==> src/rtl/rx_unpack.sv <==
// Receive-side Ethernet/IPv4/UDP header filter: checks the 21-word header,
// forwards the UDP payload on a match and reports a coded drop otherwise.
module rx_unpack #(
  parameter logic [15:0] MAC_TYPE   = 16'h0800,
  parameter logic [7:0]  IP_PRL     = 8'd17,
  parameter bit          ACPT_BCAST = 1'b1
) (
  input  logic        clk,
  input  logic        rst_n,
  input  logic [47:0] cfg_mac_d,
  input  logic [31:0] cfg_dip,
  input  logic [15:0] cfg_dport,
  input  logic [15:0] rx_data,
  input  logic        rx_sop,
  input  logic        rx_eop,
  input  logic        rx_vld,
  input  logic        rx_mty,
  output logic        rx_rdy,
  output logic [15:0] dout,
  output logic        dout_sop,
  output logic        dout_eop,
  output logic        dout_vld,
  output logic        dout_mty,
  input  logic        dout_rdy,
  output logic        pkt_drop,
  output logic [2:0]  drop_code,
  output logic [31:0] pkt_sip,
  output logic [15:0] pkt_sport
);

  localparam int unsigned DW = 16;
  localparam int unsigned HW = 5;

  typedef enum logic [1:0] {IDLE, HEAD, DATA, DISC} state_t;

  state_t          r_state,  w_state_nxt;
  logic [HW-1:0]   r_hcnt,   w_hcnt_nxt;
  logic [7:1]      r_err,    w_err_nxt;
  logic            r_mac_ne, w_mac_ne_nxt;
  logic            r_bc_ne,  w_bc_ne_nxt;
  logic [DW-1:0]   r_csum,   w_csum_nxt;
  logic [31:0]     r_sip_t,  w_sip_t_nxt;
  logic [DW-1:0]   r_sport_t, w_sport_t_nxt;
  logic [DW-1:0]   r_len,    w_len_nxt;
  logic [DW-1:0]   r_bcnt,   w_bcnt_nxt;
  logic            r_first,  w_first_nxt;
  logic            r_lpar,   w_lpar_nxt;
  logic [DW-1:0]   r_dout,   w_dout_nxt;
  logic            r_sop,    w_sop_nxt;
  logic            r_eop,    w_eop_nxt;
  logic            r_vld,    w_vld_nxt;
  logic            r_mty,    w_mty_nxt;
  logic            r_drop,   w_drop_nxt;
  logic [2:0]      r_code,   w_code_nxt;
  logic [31:0]     r_sip,    w_sip_nxt;
  logic [DW-1:0]   r_sport,  w_sport_nxt;

  logic            w_acc;
  logic [HW-1:0]   w_idx;
  logic [DW:0]     w_csum_sum;
  logic [DW-1:0]   w_csum_add;
  logic [DW-1:0]   w_mac_word;

  function automatic logic [2:0] f_lowest(input logic [7:1] e);
    logic [2:0] c;
    c = 3'd0;
    for (int i = 7; i >= 1; i--) begin
      if (e[i]) c = 3'(i);
    end
    return c;
  endfunction

  assign rx_rdy = dout_rdy;
  assign w_acc  = rx_vld && dout_rdy;
  assign w_idx  = (r_state == IDLE) ? HW'(0) : r_hcnt;

  // One's-complement add with end-around carry
  assign w_csum_sum = {1'b0, r_csum} + {1'b0, rx_data};
  assign w_csum_add = w_csum_sum[DW-1:0] + DW'(w_csum_sum[DW]);

  always_comb begin
    w_mac_word = cfg_mac_d[15:0];
    case (w_idx)
      5'd0:    w_mac_word = cfg_mac_d[47:32];
      5'd1:    w_mac_word = cfg_mac_d[31:16];
      default: w_mac_word = cfg_mac_d[15:0];
    endcase
  end

  always_comb begin
    w_state_nxt   = r_state;
    w_hcnt_nxt    = r_hcnt;
    w_err_nxt     = r_err;
    w_mac_ne_nxt  = r_mac_ne;
    w_bc_ne_nxt   = r_bc_ne;
    w_csum_nxt    = r_csum;
    w_sip_t_nxt   = r_sip_t;
    w_sport_t_nxt = r_sport_t;
    w_len_nxt     = r_len;
    w_bcnt_nxt    = r_bcnt;
    w_first_nxt   = r_first;
    w_lpar_nxt    = r_lpar;
    w_dout_nxt    = r_dout;
    w_sop_nxt     = 1'b0;
    w_eop_nxt     = 1'b0;
    w_vld_nxt     = 1'b0;
    w_mty_nxt     = 1'b0;
    w_drop_nxt    = 1'b0;
    w_code_nxt    = r_code;
    w_sip_nxt     = r_sip;
    w_sport_nxt   = r_sport;

    case (r_state)
      IDLE, HEAD: begin
        if (w_acc && (r_state == HEAD || rx_sop)) begin
          if (r_state == IDLE) begin
            w_err_nxt    = '0;
            w_mac_ne_nxt = 1'b0;
            w_bc_ne_nxt  = 1'b0;
            w_csum_nxt   = '0;
          end
          if (w_idx >= 5'd7 && w_idx <= 5'd16) w_csum_nxt = w_csum_add;
          case (w_idx)
            5'd0, 5'd1, 5'd2: begin
              w_mac_ne_nxt = w_mac_ne_nxt | (rx_data != w_mac_word);
              w_bc_ne_nxt  = w_bc_ne_nxt | (rx_data != 16'hFFFF);
              if (w_idx == 5'd2)
                w_err_nxt[1] = w_mac_ne_nxt && !(ACPT_BCAST && !w_bc_ne_nxt);
            end
            5'd6:  w_err_nxt[2] = (rx_data != MAC_TYPE);
            5'd7:  w_err_nxt[3] = r_err[3] | (rx_data[15:8] != 8'h45);
            5'd11: w_err_nxt[3] = r_err[3] | (rx_data[7:0] != IP_PRL);
            5'd13: w_sip_t_nxt[31:16] = rx_data;
            5'd14: w_sip_t_nxt[15:0]  = rx_data;
            5'd15: w_err_nxt[5] = (rx_data != cfg_dip[31:16]);
            5'd16: begin
              w_err_nxt[5] = r_err[5] | (rx_data != cfg_dip[15:0]);
              w_err_nxt[4] = (w_csum_add != 16'hFFFF);
            end
            5'd17: w_sport_t_nxt = rx_data;
            5'd18: w_err_nxt[6] = (rx_data != cfg_dport);
            5'd19: begin
              w_err_nxt[7] = (rx_data < 16'd9);
              w_len_nxt    = rx_data;
            end
            default: ;
          endcase
          w_hcnt_nxt = w_idx + HW'(1);
          // A truncated header is dropped and leaves the FSM ready for a new sop
          if (rx_eop) begin
            w_err_nxt[7] = 1'b1;
            w_drop_nxt   = 1'b1;
            w_code_nxt   = f_lowest(w_err_nxt);
            w_state_nxt  = IDLE;
          end else if (w_idx == 5'd20) begin
            if (w_err_nxt == '0) begin
              w_state_nxt = DATA;
              w_bcnt_nxt  = DW'((r_len - 16'd7) >> 1);
              w_lpar_nxt  = r_len[0];
              w_first_nxt = 1'b1;
              w_sip_nxt   = r_sip_t;
              w_sport_nxt = r_sport_t;
            end else begin
              w_drop_nxt  = 1'b1;
              w_code_nxt  = f_lowest(w_err_nxt);
              w_state_nxt = DISC;
            end
          end else begin
            w_state_nxt = HEAD;
          end
        end
      end
      DATA: begin
        if (w_acc) begin
          // Zero remaining count means the beat is Ethernet padding
          if (r_bcnt != '0) begin
            w_dout_nxt  = rx_data;
            w_vld_nxt   = 1'b1;
            w_sop_nxt   = r_first;
            w_first_nxt = 1'b0;
            w_bcnt_nxt  = r_bcnt - DW'(1);
            if (r_bcnt == DW'(1)) begin
              w_eop_nxt = 1'b1;
              w_mty_nxt = r_lpar;
              if (rx_eop) w_state_nxt = IDLE;
            end else if (rx_eop) begin
              w_eop_nxt   = 1'b1;
              w_mty_nxt   = rx_mty;
              w_drop_nxt  = 1'b1;
              w_code_nxt  = 3'd7;
              w_state_nxt = IDLE;
            end
          end else if (rx_eop) begin
            w_state_nxt = IDLE;
          end
        end
      end
      DISC: begin
        if (w_acc && rx_eop) w_state_nxt = IDLE;
      end
      default: w_state_nxt = IDLE;
    endcase
  end

  always_ff @(posedge clk or negedge rst_n) begin
    if (!rst_n) begin
      r_state   <= IDLE;
      r_hcnt    <= '0;
      r_err     <= '0;
      r_mac_ne  <= 1'b0;
      r_bc_ne   <= 1'b0;
      r_csum    <= '0;
      r_sip_t   <= '0;
      r_sport_t <= '0;
      r_len     <= '0;
      r_bcnt    <= '0;
      r_first   <= 1'b0;
      r_lpar    <= 1'b0;
      r_dout    <= '0;
      r_sop     <= 1'b0;
      r_eop     <= 1'b0;
      r_vld     <= 1'b0;
      r_mty     <= 1'b0;
      r_drop    <= 1'b0;
      r_code    <= '0;
      r_sip     <= '0;
      r_sport   <= '0;
    end else begin
      r_state   <= w_state_nxt;
      r_hcnt    <= w_hcnt_nxt;
      r_err     <= w_err_nxt;
      r_mac_ne  <= w_mac_ne_nxt;
      r_bc_ne   <= w_bc_ne_nxt;
      r_csum    <= w_csum_nxt;
      r_sip_t   <= w_sip_t_nxt;
      r_sport_t <= w_sport_t_nxt;
      r_len     <= w_len_nxt;
      r_bcnt    <= w_bcnt_nxt;
      r_first   <= w_first_nxt;
      r_lpar    <= w_lpar_nxt;
      r_dout    <= w_dout_nxt;
      r_sop     <= w_sop_nxt;
      r_eop     <= w_eop_nxt;
      r_vld     <= w_vld_nxt;
      r_mty     <= w_mty_nxt;
      r_drop    <= w_drop_nxt;
      r_code    <= w_code_nxt;
      r_sip     <= w_sip_nxt;
      r_sport   <= w_sport_nxt;
    end
  end

  assign dout      = r_dout;
  assign dout_sop  = r_sop;
  assign dout_eop  = r_eop;
  assign dout_vld  = r_vld;
  assign dout_mty  = r_mty;
  assign pkt_drop  = r_drop;
  assign drop_code = r_code;
  assign pkt_sip   = r_sip;
  assign pkt_sport = r_sport;

endmodule
==> config.mk <==
export PLATFORM = sky130hd
export DESIGN_NAME = rx_unpack
export DESIGN_NICKNAME = d
export VERILOG_FILES = /design/src/rtl/rx_unpack.sv
export SDC_FILE = /design/constraint.sdc
export NUM_CORES = 1
export LEC_CHECK = 0
export CAP_MARGIN = 10
export CELL_PAD_IN_SITES_DETAIL_PLACEMENT = 1
export CELL_PAD_IN_SITES_GLOBAL_PLACEMENT = 2
export CORE_UTILIZATION = 25
export DETAILED_ROUTE_END_ITERATION = 6
export GPL_ROUTABILITY_DRIVEN = 0
export GPL_TIMING_DRIVEN = 0
export PLACE_DENSITY_LB_ADDON = 0.15
export SLEW_MARGIN = 20
export SYNTH_ARGS = -nofsm -noshare
export SYNTH_HDL_FRONTEND = slang
export SYNTH_SLANG_ARGS = --single-unit
==> constraint.sdc <==
create_clock -name clk -period 6.6 [get_ports clk]
set_input_delay 1.98 -clock clk [delete_from_list [all_inputs] [get_ports clk]]
set_output_delay 1.98 -clock clk [all_outputs]
set_load 0.01 [all_outputs]
==> flow_metrics.env, run 1 <==
export IMPL_synth_edf_count=0
export IMPL_synthToLayoutAreaGrowth_pct=36.8
export IMPL_grt_usage_pct=19.7
export IMPL_cts_max_path_buffers=2
export IMPL_final_area_um2=14800
export IMPL_postCtsHoldBufs=0
export IMPL_synthArstFlopShare_pct=100
export IMPL_r2r_start="r_state[1]$_DFFE_PN0P_"
export IMPL_cts_sinks=186
export IMPL_fillers=4679
export IMPL_routed_wl_um=42300
export IMPL_cts_tree="done"
export IMPL_ir_drop_mv=0.101
export IMPL_ioPinCount=192
export IMPL_yosysUniqueCellTypes=84
export IMPL_antenna_found_initial=0
export IMPL_p_leak_nw=6.24
export IMPL_clk_pin_slew_ns=0.08
export IMPL_period_needed_ns=6.47
export IMPL_startpoint="rx_data[1]"
export IMPL_grt_overflow=0
export IMPL_ys_seq_area_share_pct=43.1
export IMPL_worstPathArrival_ns=6.82
export IMPL_pwr_density_cell_nw_per_um2=219
export IMPL_worstPathRequired_ns=6.95
export IMPL_total_power_mw=3.23
export IMPL_dp_cells=1762
export IMPL_finalHoldViolations=0
export IMPL_max_slew_margin_rel_pct=28.0
export IMPL_netlist_area_um2=10800
export IMPL_max_cap_violations=0
export IMPL_path_class="primary input to register"
export IMPL_placed_cell_area_um2=13500
export IMPL_fmax_mhz=155
export IMPL_fp_dieW_um=210
export IMPL_setup_viol=0
export IMPL_hold_slack_ns=0.487
export IMPL_rsz0062_at_grt="false"
export IMPL_firstDrtPassIters=5
export IMPL_r2r_slack_ns=0.65
export IMPL_slew_viol_final=0
export IMPL_endpoint="pkt_sip[27]$_DFFE_PN0P_"
export IMPL_ys_flop_type="dfrtp_1"
export IMPL_avgSynthCellArea_um2=10.5
export IMPL_cts_inserted_buffers=17
export IMPL_synth_fp_nets=1175
export IMPL_vias_per_cell=4.98
export IMPL_num_vias=9102
export IMPL_crit_path_end_kind="register"
export IMPL_holdPathStages=2
export IMPL_clk_latency_ns=0.47
export IMPL_htreeDepth=4
export IMPL_grt_pass1_wl_um=64100
export IMPL_fin_cells=1828
export IMPL_rows=75
export IMPL_fin_tns_setup_ns=0
export IMPL_crit_fanout=5
export IMPL_die_area_um2=44000
export IMPL_synth_seq_cells=186
export IMPL_clock_root_buffer="clkbuf_16"
export IMPL_yosys_warnings=0
export IMPL_port_buffers=191
export IMPL_drc=0
export IMPL_drive_gt1_share_pct=23.0
export IMPL_drt_iter0_drc=492
export IMPL_clock_skew_ns=0.0161
export IMPL_core_um2=42200
export IMPL_start_util_pct=25.5
export IMPL_start_kind="primary input"
export IMPL_wire_per_inst_um=23.2
export IMPL_die_h_um=210
export IMPL_r2r_end="pkt_sip[27]$_DFFE_PN0P_"
export IMPL_grt_max_degree=90
export IMPL_worstRegToRegCells=20
export IMPL_grt_pass1_vias=9735
export IMPL_synth_cells=1029
export IMPL_hp_class="register to register"
export IMPL_worst_pin_slew_ns=1.08
export IMPL_final_nets=1421
export IMPL_status="complete, no violations"
export IMPL_dpl_hpwl_um=30500
export IMPL_min_period_over_period_pct=98.1
export IMPL_postRouteAntennaNets=0
## what timing repair did
item	in CTS	in global routing
setup endpoints to repair	72	63
resized for setup	96	11
pin swaps	18	12
setup buffers	31	5
gates cloned	1	0
## metal layers
| metal | track usage, % | part of all wire, % |
|---|---|---|
| met4 | 4.61 | 1.2 |
| met5 | 0 | 0 |
| met3 | 2.66 | 3.0 |
| met2 | 32.9 | 48 |
| met1 | 27.0 | 47 |
## sequential cells by signal, summed over array words and instances (netlist names), 2 cells and up
| signal | flops |
|---|---|
| dout | 16 |
| drop_code | 3 |
| pkt_sip | 32 |
| pkt_sport | 16 |
| r_bcnt | 16 |
| r_csum | 16 |
| r_err | 7 |
| r_hcnt | 5 |
| r_len | 16 |
| r_sip_t | 32 |
| r_sport_t | 16 |
| r_state | 2 |
## synth_stat cells, types with 5 or more instances
| cell type | instances | area [um^2] |
|---|---|---|
| a211oi_1 | 6 | 45.0 |
| a21o_1 | 7 | 52.6 |
| a21oi_1 | 36 | 180 |
| a221oi_1 | 11 | 96.3 |
| a22o_1 | 5 | 43.8 |
| a31oi_1 | 8 | 50.1 |
| and3_1 | 18 | 113 |
| buf_2 | 13 | 65.1 |
| clkbuf_1 | 40 | 150 |
| dfrtp_1 | 186 | 4650 |
| ha_1 | 26 | 325 |
| inv_1 | 20 | 75.1 |
| mux2_2 | 118 | 1330 |
| mux2_4 | 10 | 150 |
| mux2i_1 | 5 | 50.1 |
| nand2_1 | 83 | 312 |
| nand2b_1 | 10 | 62.6 |
| nand3_1 | 22 | 110 |
| nand4_1 | 19 | 119 |
| nor2_1 | 45 | 169 |
| nor2b_1 | 7 | 43.8 |
| nor3_1 | 29 | 145 |
| nor3b_1 | 5 | 37.5 |
| nor4_1 | 21 | 131 |
| o211ai_1 | 6 | 45.0 |
| o21ai_0 | 47 | 235 |
| o221ai_1 | 9 | 78.8 |
| o2bb2ai_1 | 10 | 87.6 |
| or2_2 | 5 | 31.3 |
| or3_1 | 8 | 50.1 |
| xnor2_1 | 65 | 569 |
| xor2_1 | 36 | 315 |
## power breakdown
group          internal, mW  leakage (nW)  switching, mW
logic                 0.398          3.40          0.522
registers              1.19          2.54         0.0416
clock network         0.548         0.295          0.531
total                  2.13          6.24           1.10
## critical path, stage by stage
cell and delay, ns:
buf_2 0.13, clkbuf_16 0.16, inv_6 0.05, fa_2 0.37, nor2b_4 0.16, o221ai_4 0.16
nand3_4 0.12, a21oi_4 0.06, nor3_4 0.15, a21oi_2 0.10, o21bai_2 0.22, ha_4 0.19
and3_4 0.21, nand4_1 0.16, or4_1 0.57, a21oi_1 0.16, o211ai_1 0.15, a2111o_1 0.42
a2111oi_4 0.37, and2_4 0.28, buf_12 0.14, buf_12 0.10, buf_12 0.12, mux2_4 0.29
## worst min-delay path by stage
| stage | from | endpoint |
|---|---|---|
| after floorplan | r_sip_t[17]$_DFFE_PN0P_ | r_sip_t[17]$_DFFE_PN0P_ |
| after global placement | r_sip_t[1]$_DFFE_PN0P_ | r_sip_t[1]$_DFFE_PN0P_ |
| after detailed placement | r_bcnt[10]$_DFFE_PN0P_ | r_bcnt[10]$_DFFE_PN0P_ |
| after CTS | r_sip_t[1]$_DFFE_PN0P_ | r_sip_t[1]$_DFFE_PN0P_ |
| after global routing | drop_code[2]$_DFFE_PN0P_ | drop_code[2]$_DFFE_PN0P_ |
| final | r_sport_t[1]$_DFFE_PN0P_ | r_sport_t[1]$_DFFE_PN0P_ |
## cell usage in the layout (no fill, tap or decap), types with 8 or more instances in the layout
master and n:
dfrtp_1 186, clkdlybuf4s50_1 176, mux2_2 118, nand2_1 83, xnor2_1 65, nor2_1 45, o21ai_0 44, xor2_1 36
buf_4 35, clkbuf_1 32, a21oi_1 30, nor3_1 26, nand3_1 21, nor4_1 20, nand4_1 19, inv_1 18
clkbuf_16 18, and3_1 16, buf_2 14, ha_1 12, ha_4 12, a221oi_1 11, nand2b_1 10, o2bb2ai_1 10
mux2_4 10, a31oi_1 8, o221ai_1 8
## cells by family after synthesis
group	Yosys count	share of synthesized area (%)
DFF	186	43.1
muxes	133	14.2
AOI/OAI and AO/OA	200	13.5
xor gates and xnor gates	103	8.50
and+or+nand+nor	296	14.1
adders and majority gates	27	3.20
buffers and inverters	84	3.44
## through the flow
stage | worst slack (ns) | utilization [%]
2_1_floorplan | -0.0517 | -
4_1_cts | 0.00211 | 34.7
3_3_place_gp | -5.04 | 31.9
6_report | 0.128 | 35.0
5_1_grt | 0.00597 | 34.9
3_5_place_dp | -2.29 | 32.1
## area by class of cell
cell class / count / area (um^2) / area share [%]
multi-input combinational: 759 / 6100 / 41.3
timing repair buffer: 231 / 2310 / 15.7
clock inverter: 13 / 158 / 1.07
clock buffer: 18 / 439 / 2.98
inverter: 20 / 80.1 / 0.542
tap: 539 / 674 / 4.57
antenna: 2 / 5.00 / 0.0339
buffer: 60 / 342 / 2.31
sequential: 186 / 4650 / 31.5
Note: power is estimated with default switching activity, not from simulation.
==> run 2, diff against run 1 <==
- CORE_ASPECT_RATIO: default -> 2
==> run 2 against run 1 <==
Against the previous run:
- flip-flop and latch count is the same
- register-to-register slack gained 0.17 ns
- critical path depth shrank 1
- routed wire length grew 4.0%
- maximum frequency is essentially flat
- critical endpoint is now pkt_sport[7]$_DFFE_PN0P_
- sequential share of layout area grew 0.60 points
- design area shrank 1.9%
- clock power is essentially flat
- global-route usage grew 1.2 points
- worst setup slack gained 0.0014 ns
==> flow_metrics.env, run 2 (same netlist as run 1, synthesis figures left out) <==
export IMPL_status="complete, no violations"
export IMPL_multi_input_area_um2=6010
export IMPL_cpMaxStageDelayCell="or4_4"
export IMPL_grt_overflow=0
export IMPL_postRouteAntennaNets=0
export IMPL_port_buffers=191
export IMPL_dp_cells=1767
export IMPL_vias_per_cell=5.00
export IMPL_startpoint="rx_data[0]"
export IMPL_hold_slack_ns=0.481
export IMPL_slew_viol_final=0
export IMPL_drc=0
export IMPL_die_area_um2=44000
export IMPL_ir_drop_mv=0.179
export IMPL_worstPathRequired_ns=6.93
export IMPL_use_met3_pct=2.37
export IMPL_wire_per_inst_um=24.3
export IMPL_drive_gt1_share_pct=21.5
export IMPL_final_cell_mix="dfrtp_1, clkdlybuf4s50_1, mux2_2"
export IMPL_max_cap_violations=0
export IMPL_antenna_found_initial=1
export IMPL_routed_wl_um=44000
export IMPL_num_vias=9059
export IMPL_cts_sinks=186
export IMPL_gr_usage_met2_pct=41.0
export IMPL_critPathMaxStageDelay_ns=0.56
export IMPL_period_needed_ns=6.47
export IMPL_layout_commonest_cell="dfrtp_1"
export IMPL_r2r_start="r_state[0]$_DFFE_PN0P_"
export IMPL_fillers=4798
export IMPL_worstPathArrival_ns=6.80
export IMPL_ioPinCount=192
export IMPL_path_buf_inv=4
export IMPL_min_period_over_period_pct=98.0
export IMPL_timing_final_ws_setup_ns=0.129
export IMPL_clk_latency_ns=0.46
export IMPL_crit_fanout=7
export IMPL_htreeDepth=4
export IMPL_pwr_density_cell_nw_per_um2=222
export IMPL_drt_iter0_drc=363
export IMPL_cts_inserted_buffers=17
export IMPL_final_nets=1401
export IMPL_finalHoldViolations=0
export IMPL_p_leak_nw=6.11
export IMPL_clock_skew_ns=0.0195
export IMPL_preCtsSetupSlack_ns=-2.39
export IMPL_fin_cells=1813
export IMPL_hp_start="r_sport_t[1]$_DFFE_PN0P_"
export IMPL_fmax_mhz=155
export IMPL_regArea_um2=4650
export IMPL_die_h_um=296
export IMPL_grt_max_degree=79
export IMPL_grt_usage_pct=20.9
export IMPL_fin_tns_setup_ns=0
export IMPL_dpl_hpwl_um=33600
export IMPL_max_slew_margin_rel_pct=27.5
export IMPL_hp_class="register to register"
export IMPL_setup_viol=0
export IMPL_busiest_layer="met2"
export IMPL_clock_root_buffer="clkbuf_16"
export IMPL_synthToLayoutAreaGrowth_pct=34.3
export IMPL_critPathTopFamily="simple AND/OR/NAND/NOR gates"
export IMPL_fp_dieW_um=149
export IMPL_cts_max_path_buffers=2
export IMPL_cts_tree="done"
export IMPL_rows=107
export IMPL_worst_pin_slew_ns=1.09
export IMPL_core_um2=42600
export IMPL_start_util_pct=25.3
export IMPL_grt_pass1_wl_um=66400
export IMPL_clk_pin_slew_ns=0.08
export IMPL_firstDrtPassIters=4
export IMPL_met1_usage_pct=23.0
export IMPL_crit_path_end_kind="register"
export IMPL_start_kind="primary input"
export IMPL_path_class="primary input to register"
export IMPL_rsz0062_at_grt="false"
export IMPL_cp_cell_sequence="buf_12 > ha_4 > inv_2 > fa_2 > nor2b_4 > o221ai_4 > nand3_2 > a21oi_2 > nor3_2 > a21oi_1 > o21bai_1 > ha_2 > and3_4 > nand4_1 > or4_4 > a21oi_2 > o211ai_1 > a2111o_1 > a2111oi_4 > and2_4 > buf_12 > buf_6 > mux2_2"
export IMPL_grt_pass1_vias=10114
-- run 2: cell types whose count changed in the layout (fill, tap and decap cells not counted), moves of 3 or more --
cell	change
buf_4	-16
dlygate4sd2_1	-5
a21oi_2	+3
buf_12	-3
buf_8	+3
clkbuf_1	+3
clkbuf_4	+3
ha_4	-3
-- run 2: final cells by class --
cell class	count	share of cell area, %
flip-flops and latches	186	32.1
repair buffers	214	15.0
well taps	545	4.71
clock inverters	14	1.20
clock buffers	17	2.94
multi-input cells	759	41.5
diodes	1	0.0173
plain buffers	57	2.00
inverters	20	0.553
-- run 2: worst paths after layout --
path / end / slack [ns] / cells after the start
setup / recovery: pkt_sport[7]$_DFFE_PN0P_ / 0.13 / 23
hold / removal: r_sport_t[1]$_DFFE_PN0P_ / 0.48 / 2
setup reg to reg: pkt_sport[7]$_DFFE_PN0P_ / 0.82 / 19
hold reg to reg: r_sport_t[1]$_DFFE_PN0P_ / 0.48 / 2
max in group asynchronous: r_bcnt[12]$_DFFE_PN0P_ / 4.09 / 3
min in group asynchronous: pkt_sip[31]$_DFFE_PN0P_ / 1.40 / 1
-- run 2: report_power, final --
| group | switching [mW] | internal, mW | leakage [nW] |
|---|---|---|---|
| sequential | 0.0413 | 1.19 | 2.54 |
| combinational | 0.523 | 0.386 | 3.28 |
| clock | 0.560 | 0.514 | 0.287 |
| total | 1.12 | 2.09 | 6.11 |
-- run 2: timing repair --
item / CTS / global route
resized for setup: 96 / 18
gates cloned: 1 / 0
endpoints found under the setup margin: 72 / 66
buffers inserted: 16 / 4
endpoints found under the hold margin: 0 / 0
hold buffers: 0 / 0
pin swaps: 16 / 16
-- run 2: tightest hold or removal path: cells and delay by family (launching register included) --
| family | cells | cell delay [ns] |
|---|---|---|
| flops | 1 | 0.34 |
| simple gates | 1 | 0.04 |
| compound gates | 1 | 0.06 |
-- run 2: through the flow --
stage	instance area (um^2)	power [mW]	utilization, %
after floorplan	10900	1.77	-
after global placement	13500	2.11	31.6
after detailed placement	13500	2.12	31.8
after CTS	14500	3.25	34.0
after global routing	14500	3.38	34.0
final	14500	3.21	34.0
-- run 2: per-layer routing --
layer | vias to the layer above | wire length (um)
met1 | 4615 | 16700
met5 | - | 0
li1 | 4205 | -
met4 | 0 | 768
met3 | 28 | 1390
met2 | 211 | 25200
